**config.mk**
```make
export PLATFORM = sky130hd
export DESIGN_NAME = mdu51_seq
export DESIGN_NICKNAME = d
export VERILOG_FILES = /design/src/rtl/mdu51_pkg.sv /design/src/rtl/mdu51_step.sv /design/src/rtl/mdu51_seq.sv
export SDC_FILE = /design/constraint.sdc
export NUM_CORES = 1
export LEC_CHECK = 0
export CORE_UTILIZATION = 63
export DETAILED_ROUTE_END_ITERATION = 12
export PLACE_DENSITY = 0.87
export SETUP_SLACK_MARGIN = 0.05
export SLEW_MARGIN = 20
export SYNTH_ARGS = -nofsm -noshare
export SYNTH_HDL_FRONTEND = slang
export SYNTH_SLANG_ARGS = --single-unit
```
**constraint.sdc**
```tcl
create_clock -name clk -period 9.1 [get_ports clk]
set_input_delay 0.91 -clock clk [delete_from_list [all_inputs] [get_ports clk]]
set_output_delay 0.91 -clock clk [all_outputs]
set_load 0.02 [all_outputs]
```
**src/rtl/mdu51_pkg.sv**
```systemverilog
// mdu51 shared constants: operand width, op codes,
// FSM state encoding and iteration count.
package mdu51_pkg;

  localparam int DATA_W   = 8;
  localparam int PROD_W   = 2 * DATA_W;
  localparam int ITER_CNT = 8;
  localparam int CNT_W    = $clog2(ITER_CNT);

  localparam logic MDU_MUL = 1'b0;
  localparam logic MDU_DIV = 1'b1;

  localparam logic [1:0] ST_IDLE = 2'd0;
  localparam logic [1:0] ST_RUN  = 2'd1;
  localparam logic [1:0] ST_DONE = 2'd2;

  localparam logic [CNT_W-1:0] CNT_LAST =
    CNT_W'(ITER_CNT - 1);

  // Zero-extend an operand to accumulator width.
  function automatic logic [PROD_W-1:0] zext(
    input logic [DATA_W-1:0] v
  );
    return {{DATA_W{1'b0}}, v};
  endfunction

endpackage

```
**src/rtl/mdu51_step.sv**
```systemverilog
// mdu51_step: one combinational MUL shift-add or DIV
// restoring shift-subtract iteration, selected by op.
// Ports: op, cnt (iteration index), acc (product or
// {remainder, dividend/quotient}), opa (multiplicand),
// opb (multiplier or divisor) -> acc_nxt, opb_nxt.
module mdu51_step
  import mdu51_pkg::*;
(
  input  logic              op,
  input  logic [CNT_W-1:0]  cnt,
  input  logic [PROD_W-1:0] acc,
  input  logic [DATA_W-1:0] opa,
  input  logic [DATA_W-1:0] opb,
  output logic [PROD_W-1:0] acc_nxt,
  output logic [DATA_W-1:0] opb_nxt
);

  logic [PROD_W-1:0] addend;
  logic [DATA_W:0]   shifted;
  logic [DATA_W-1:0] diff;
  logic              fits;

  always_comb begin
    addend  = zext(opa) << cnt;
    // Partial remainder with the next dividend bit
    // appended; the extra top bit carries the sign
    // of the trial subtraction.
    shifted = {acc[PROD_W-1:DATA_W], acc[DATA_W-1]};
    fits    = shifted >= {1'b0, opb};
    // When fits, the difference is below the divisor
    // and so always fits in DATA_W bits.
    diff    = shifted[DATA_W-1:0] - opb;
    acc_nxt = acc;
    opb_nxt = opb;
    if (op == MDU_DIV) begin
      acc_nxt[PROD_W-1:DATA_W] =
        fits ? diff : shifted[DATA_W-1:0];
      acc_nxt[DATA_W-1:0] =
        {acc[DATA_W-2:0], fits};
    end else begin
      if (opb[0]) begin
        acc_nxt = acc + addend;
      end
      opb_nxt = opb >> 1;
    end
  end

endmodule

```
**src/rtl/mdu51_seq.sv**
```systemverilog
// mdu51_seq: sequential 8051 MUL AB / DIV AB unit, one
// bit per clock. Optional macro MDU51_EARLY_TERM_EN lets
// MUL finish once the remaining multiplier bits are 0.
// Ports: clk, rst_n (async, active low), Start, Op
// (0 MUL, 1 DIV), A, B in; Busy, Done, ResultA,
// ResultB, Carry, OVerflow out.
module mdu51_seq
  import mdu51_pkg::*;
(
  input  logic              clk,
  input  logic              rst_n,
  input  logic              Start,
  input  logic              Op,
  input  logic [DATA_W-1:0] A,
  input  logic [DATA_W-1:0] B,
  output logic              Busy,
  output logic              Done,
  output logic [DATA_W-1:0] ResultA,
  output logic [DATA_W-1:0] ResultB,
  output logic              Carry,
  output logic              OVerflow
);

  logic [1:0]        state;
  logic [CNT_W-1:0]  cnt;
  logic              op_q;
  logic [DATA_W-1:0] opa;
  logic [DATA_W-1:0] opb;
  logic [PROD_W-1:0] acc;

  logic [PROD_W-1:0] acc_nxt;
  logic [DATA_W-1:0] opb_nxt;

  logic              done_q;
  logic [DATA_W-1:0] res_a;
  logic [DATA_W-1:0] res_b;
  logic              cy_q;
  logic              ov_q;

  logic              div_zero;
  logic              mul_skip;
  logic              mul_stop;
  logic              last;

  mdu51_step u_step (
    .op      (op_q),
    .cnt     (cnt),
    .acc     (acc),
    .opa     (opa),
    .opb     (opb),
    .acc_nxt (acc_nxt),
    .opb_nxt (opb_nxt)
  );

  assign div_zero = (Op == MDU_DIV) && (B == '0);

`ifdef MDU51_EARLY_TERM_EN
  assign mul_skip = (Op == MDU_MUL) && (B == '0);
  assign mul_stop = (op_q == MDU_MUL)
                 && (opb_nxt == '0);
`else
  assign mul_skip = 1'b0;
  assign mul_stop = 1'b0;
`endif

  assign last = (cnt == CNT_LAST) || mul_stop;

  // FSM, counter and working registers.
  always_ff @(posedge clk or negedge rst_n) begin
    if (!rst_n) begin
      state <= ST_IDLE;
      cnt   <= '0;
      op_q  <= MDU_MUL;
      opa   <= '0;
      opb   <= '0;
      acc   <= '0;
    end else begin
      unique case (state)
        ST_IDLE: begin
          if (Start) begin
            op_q <= Op;
            opa  <= A;
            opb  <= B;
            cnt  <= '0;
            // DIV keeps the dividend in the low half;
            // MUL starts from a zero product.
            acc  <= (Op == MDU_DIV) ? zext(A) : '0;
            if (div_zero || mul_skip) begin
              state <= ST_DONE;
            end else begin
              state <= ST_RUN;
            end
          end
        end
        ST_RUN: begin
          acc <= acc_nxt;
          opb <= opb_nxt;
          if (last) begin
            state <= ST_DONE;
          end else begin
            cnt <= cnt + CNT_W'(1);
          end
        end
        ST_DONE: begin
          state <= ST_IDLE;
        end
        default: begin
          state <= ST_IDLE;
        end
      endcase
    end
  end

  // Results and flags change only when an operation
  // completes; the Done pulse follows the DONE state.
  always_ff @(posedge clk or negedge rst_n) begin
    if (!rst_n) begin
      done_q <= 1'b0;
      res_a  <= '0;
      res_b  <= '0;
      cy_q   <= 1'b0;
      ov_q   <= 1'b0;
    end else begin
      done_q <= (state == ST_DONE);
      if (state == ST_IDLE && Start) begin
        if (div_zero) begin
          res_a <= A;
          res_b <= B;
          cy_q  <= 1'b0;
          ov_q  <= 1'b1;
        end else if (mul_skip) begin
          res_a <= '0;
          res_b <= '0;
          cy_q  <= 1'b0;
          ov_q  <= 1'b0;
        end
      end else if (state == ST_RUN && last) begin
        res_a <= acc_nxt[DATA_W-1:0];
        res_b <= acc_nxt[PROD_W-1:DATA_W];
        cy_q  <= 1'b0;
        ov_q  <= (op_q == MDU_MUL)
              && (|acc_nxt[PROD_W-1:DATA_W]);
      end
    end
  end

  assign Busy     = (state != ST_IDLE);
  assign Done     = done_q;
  assign ResultA  = res_a;
  assign ResultB  = res_b;
  assign Carry    = cy_q;
  assign OVerflow = ov_q;

endmodule

```
Yosys cells after proc, flatten, opt, wreduce, memory -nomap -nowiden
Cells that the tools add are included.

word-level totals
  bits in registers = 57
  input port bits = 20
  word-level logic and storage cells = 69

cells by class
  add/sub/neg operators = 3
  $lt $le $gt $ge = 1
  equal/unequal tests = 8
  shifts and indexed selects = 1
  mux-type cells = 28
  bitwise operators = 1
  reduce and logical (&&, ||, !) cells = 16

operator list
  cell                 number
  $mux 8               10
  $mux 16              3
  $pmux 16 s2          1
  $add 16x16->16       1
  $pmux 8 s2           1
  $shl 8x3->16         1
  $ne 2x2->1 const B   5
  $ge 9x8->1           1
  $logic_not 8->1      1
  $reduce_and 2->1     4
  $reduce_or 8->1      1
  $sub 8x8->8          1
  $mux 1               6
  $mux 2               3
  $mux 3               2
  $pmux 3 s2           1
  $reduce_and 3->1     2
  $reduce_bool 2->1    3
  $logic_and 1x1->1    4
  $pmux 2 s2           1
  $add 3x1->3 const B  1
  $eq 3x3->1 const B   1
  $eq 2x1->1 const B   1
  $eq 2x2->1 const B   1
  other kinds (2)      2

Depth between registers and ports, before layout
  depth in word-level cells = 8
  mapped depth = 15
  mapped depth without buffers = 14

By module
A second synthesis with hierarchy kept.

second synthesis, totals
  cells, all modules = 525
  area, all modules = 4455.5 µm²

modules (own cells, without submodules)
  module      times used  cells each  area each (µm²)  seq. area each (µm²)
  mdu51_seq   1           234         2537.4           1401.3
  mdu51_step  1           291         1918.1           0.0

Least setup slack after synthesis
OpenSTA, ideal clock, no wires.

  path type = reg-to-reg
  start point = register cnt[0]
  end point = register ov_q (netlist: OVerflow)
  library setup time = 82 ps
  data arrival time = 3364 ps
  data required time = 9018 ps
  path slack = 5654 ps
  cell stages (with the launch flop) = 14
  period minus slack after synthesis = 3446 ps
  cell sequence = dfrtp_1 -> clkbuf_1 -> mux2_2 -> o21ai_0 -> o22ai_1 -> ha_1 -> and3_1 -> a2111oi_4 -> o21bai_1 -> a21oi_1 -> mux2_2 -> a22oi_1 -> nor3_1 -> a31oi_1

between the ends
  longest elaborated chain between the ends = 8
  elaborated cells between the ends (all ways) = 12
  those cells by class = add/sub (1); eq/ne (1); shift (1); mux (4); reduce/logical (5)

RTL lines
  item                    line              RTL
  start, declared         mdu51_seq.sv:25   logic [CNT_W-1:0] cnt;
  start signal, assigned  mdu51_seq.sv:101  cnt <= cnt + CNT_W'(1);
  $shl 8x3->16            mdu51_step.sv:24  addend = zext(opa) << cnt;
  $add 16x16->16          mdu51_step.sv:42  acc_nxt = acc + addend;
  $mux 16                 mdu51_step.sv:41  if (opb[0]) begin
  $mux 16                 mdu51_step.sv:35  if (op == MDU_DIV) begin
  $reduce_or 8->1         mdu51_seq.sv:142  && (|acc_nxt[PROD_W-1:DATA_W]);
  $logic_and 1x1->1       mdu51_seq.sv:142
  $mux 1                  mdu51_seq.sv:137  end else if (state == ST_RUN && last) begin
  $mux 1                  mdu51_seq.sv:125  if (state == ST_IDLE && Start) begin
  end signal, assigned    mdu51_seq.sv:141  ov_q <= (op_q == MDU_MUL)
  end, declared           mdu51_seq.sv:38   logic ov_q;

Several ways; a longest one is shown, not always the timed one. The select of a mux whose other input is x is not followed.
A chain may end at the register's enable or synchronous reset.

Worst setup path after layout
Ends and elaborated chain as after synthesis.

==> results.yml <==
run_status:
  status: "finished clean"
detailed_routing:
  drt_first_iter_violations: 401
  drc: 0
  first_pass_iters: 7
  vias_per_cell: 6.368
  final_antenna_net_count: 0
  vias: 3859
  route.final.wire_length_microns: 10410
  wire_per_inst_microns: 17.18
final_layout:
  fillers: 471
  multi_input_area_sq_mm: 0.002546
  syn_to_final_growth_pct: 11.27
  regArea_sq_mm: 0.001401
  stdcell_count: 606
  antenna_cells: 0
  nets: 576
  drive_gt1_share_pct: 5.293
floorplan:
  io_pins: 40
  core-area_sq_mm: 0.006350
  die_h_microns: 83.29
  std_cell_rows: 29
  dieWidth_microns: 83.29
  start_util_pct: 65.56
  dieArea_sq_mm: 0.006936
critical_path:
  crit_fanout: 11
  rr_worst_depth: 12
  cp_data_arrival_time_ns: 4.00
  endpoint_kind: "register"
  crit_type: "reg2reg"
  start_kind: "register"
  crit_start: "cnt[0]"
  r2r_start: "cnt[0]"
  r2r_end: "OVerflow"
  critPathRequiredTime_ns: 9.32
  endpoint: "OVerflow"
  reg2reg_slack_ns: 5.32
global_routing:
  grt_use_total_pct: 30.92
  grt_pass1_vias: 3547
  gr-total-overflow: 0
  antenna_found_initial: 0
  grt_pass1_wl_microns: 17450
  grt_start_max_net_pins: 57
synthesis:
  ys_ff_latch: 56
  yosys.area.top_type: "dfrtp_1"
  synthFlopType: "dfrtp_1"
  synth.most_common_cell: "nand2_1"
  synth_edf_count: 0
  synth-seq-area-share_pct: 33.66
  yosysUniqueCellTypes: 60
  ys_warn_count: 0
  netlist_instances: 506
  syn_area_sq_mm: 0.004163
  async_flop_share_pct: 100.0
  synth_area_leaders: "dfrtp_1, ha_1, nand2_1"
  synth_top_area_share_pct: 33.66
  ys_top_cells_by_count: "nand2_1, dfrtp_1, a21oi_1"
  synth.avg_cell_area_sq_um: 8.227
  syn_nets: 553
timing:
  worst_pin_slew_ns: 1.140
  setup_viol: 0
  fin_tns_setup_ns: 0
  slew_headroom_pct: 23.86
  slew_violations: 0
  grt_setup_unrepaired: "no"
  finClkSkew_ns: 0.01160
  hold_viol_final: 0
  finalCritPeriodShare_pct: 41.56
  fin_crit_ns: 3.782
  fmax_ghz: 0.2644
clocking:
  post-cts-setup-buffers: 0
  cts_resized: 0
  clk_latency_ns: 0.31
  clk_path_buf_depth: 2
  cts_sinks: 56
  htree_levels: 2
  cts_tree: "yes"
  holdBufCountCts: 0
  numCtsBuffers: 5
  cts_root_buffer: "clkbuf_8"
  clkTransAtPathRegs_ns: 0.10
worst_hold_path:
  hp-class: "reg2reg"
placement:
  port_buffers: 38
  hpwl_microns: 7790
  placedCellCount: 599
  gp_congestion: 0.8939
flow_run:
  drv_cap: 0
## how the worst min path moves through the flow
stage | endpoint | depth (start not counted) | startpoint
2_1_floorplan | opb[1] | 2 | opb[1]
3_3_place_gp | opb[2] | 2 | opb[2]
3_5_place_dp | opb[2] | 2 | opb[2]
4_1_cts | opb[2] | 2 | opb[2]
5_1_grt | ResultA[3] | 1 | ResultA[3]
6_report | opb[2] | 2 | opb[2]
## per-stage QoR
stage,setup WS [ns],instance area (sq um),hold slack (ns),utilization [%]
4_1_cts,5.348,4632,0.4942,72.95
3_3_place_gp,5.564,4536,0.4610,71.43
5_1_grt,5.171,4632,0.5156,72.95
3_5_place_dp,5.401,4536,0.4739,71.43
6_report,5.318,4632,0.4877,72.95
2_1_floorplan,5.654,4163,0.4498,-
## layout by cell type (no fill, tap or decap), drive strengths merged, types with 9 or more instances in the layout
cell and count:
clkdlybuf4s50 37, nand3 20, nor2 41, o21ai 39
a211oi 10, inv 24, mux2i 17, xnor2 9
nand2 75, ha 25, dfrtp 56, a21oi 43
## cell type report
type,count,share of cell area [%]
Inverter,25,2.026
Multi-Input combinational cell,400,54.97
Tap cell,77,2.080
Clock buffer,7,2.080
Sequential cell,56,30.25
Timing Repair Buffer,41,8.590
## worst max-delay path, cell delays in order, from the launching register on
cell and delay, ns:
dfrtp_1 0.61, mux2_2 0.40, o21ai_0 0.23, o22ai_1 0.13
ha_1 0.35, and3_1 0.23, a2111oi_4 0.48, o21bai_1 0.10
a21oi_1 0.20, mux2_2 0.35, a22oi_1 0.32, nor3_1 0.10
a31oi_1 0.20
## metal layers
layer	routed length [microns]	track usage, %	vias up
li1	-	-	1861
met1	4929	48.59	1818
met2	4626	47.09	170
met3	781	3.479	10
met4	72	4.232	0
met5	0	0	-
## registers in the layout, summed over array words and instances (netlist names)
register / cells
ResultA: 8
ResultB: 8
opb: 8
OVerflow: 1
cnt: 3
opa: 8
acc: 16
state: 2
op_q: 1
Done: 1
## kinds of logic (layout without fill, tap and decap cells)
family | count (synthesis) | in the layout | share of synthesized area, %
AO/OA/AOI/OAI | 150 | 150 | 23.47
XOR/XNOR | 13 | 13 | 2.735
adder cells (fa/ha/maj) | 27 | 27 | 8.476
buffers and inverters | 50 | 73 | 5.169
flip-flops | 56 | 56 | 33.66
multiplexers | 25 | 25 | 6.252
other | 1 | 1 | 0.09008
AND/OR/NAND/NOR | 184 | 184 | 20.14
Power is left out: the tool's default activity adds up to more than one toggle a clock period on the data nets, which glitch-free logic cannot reach.
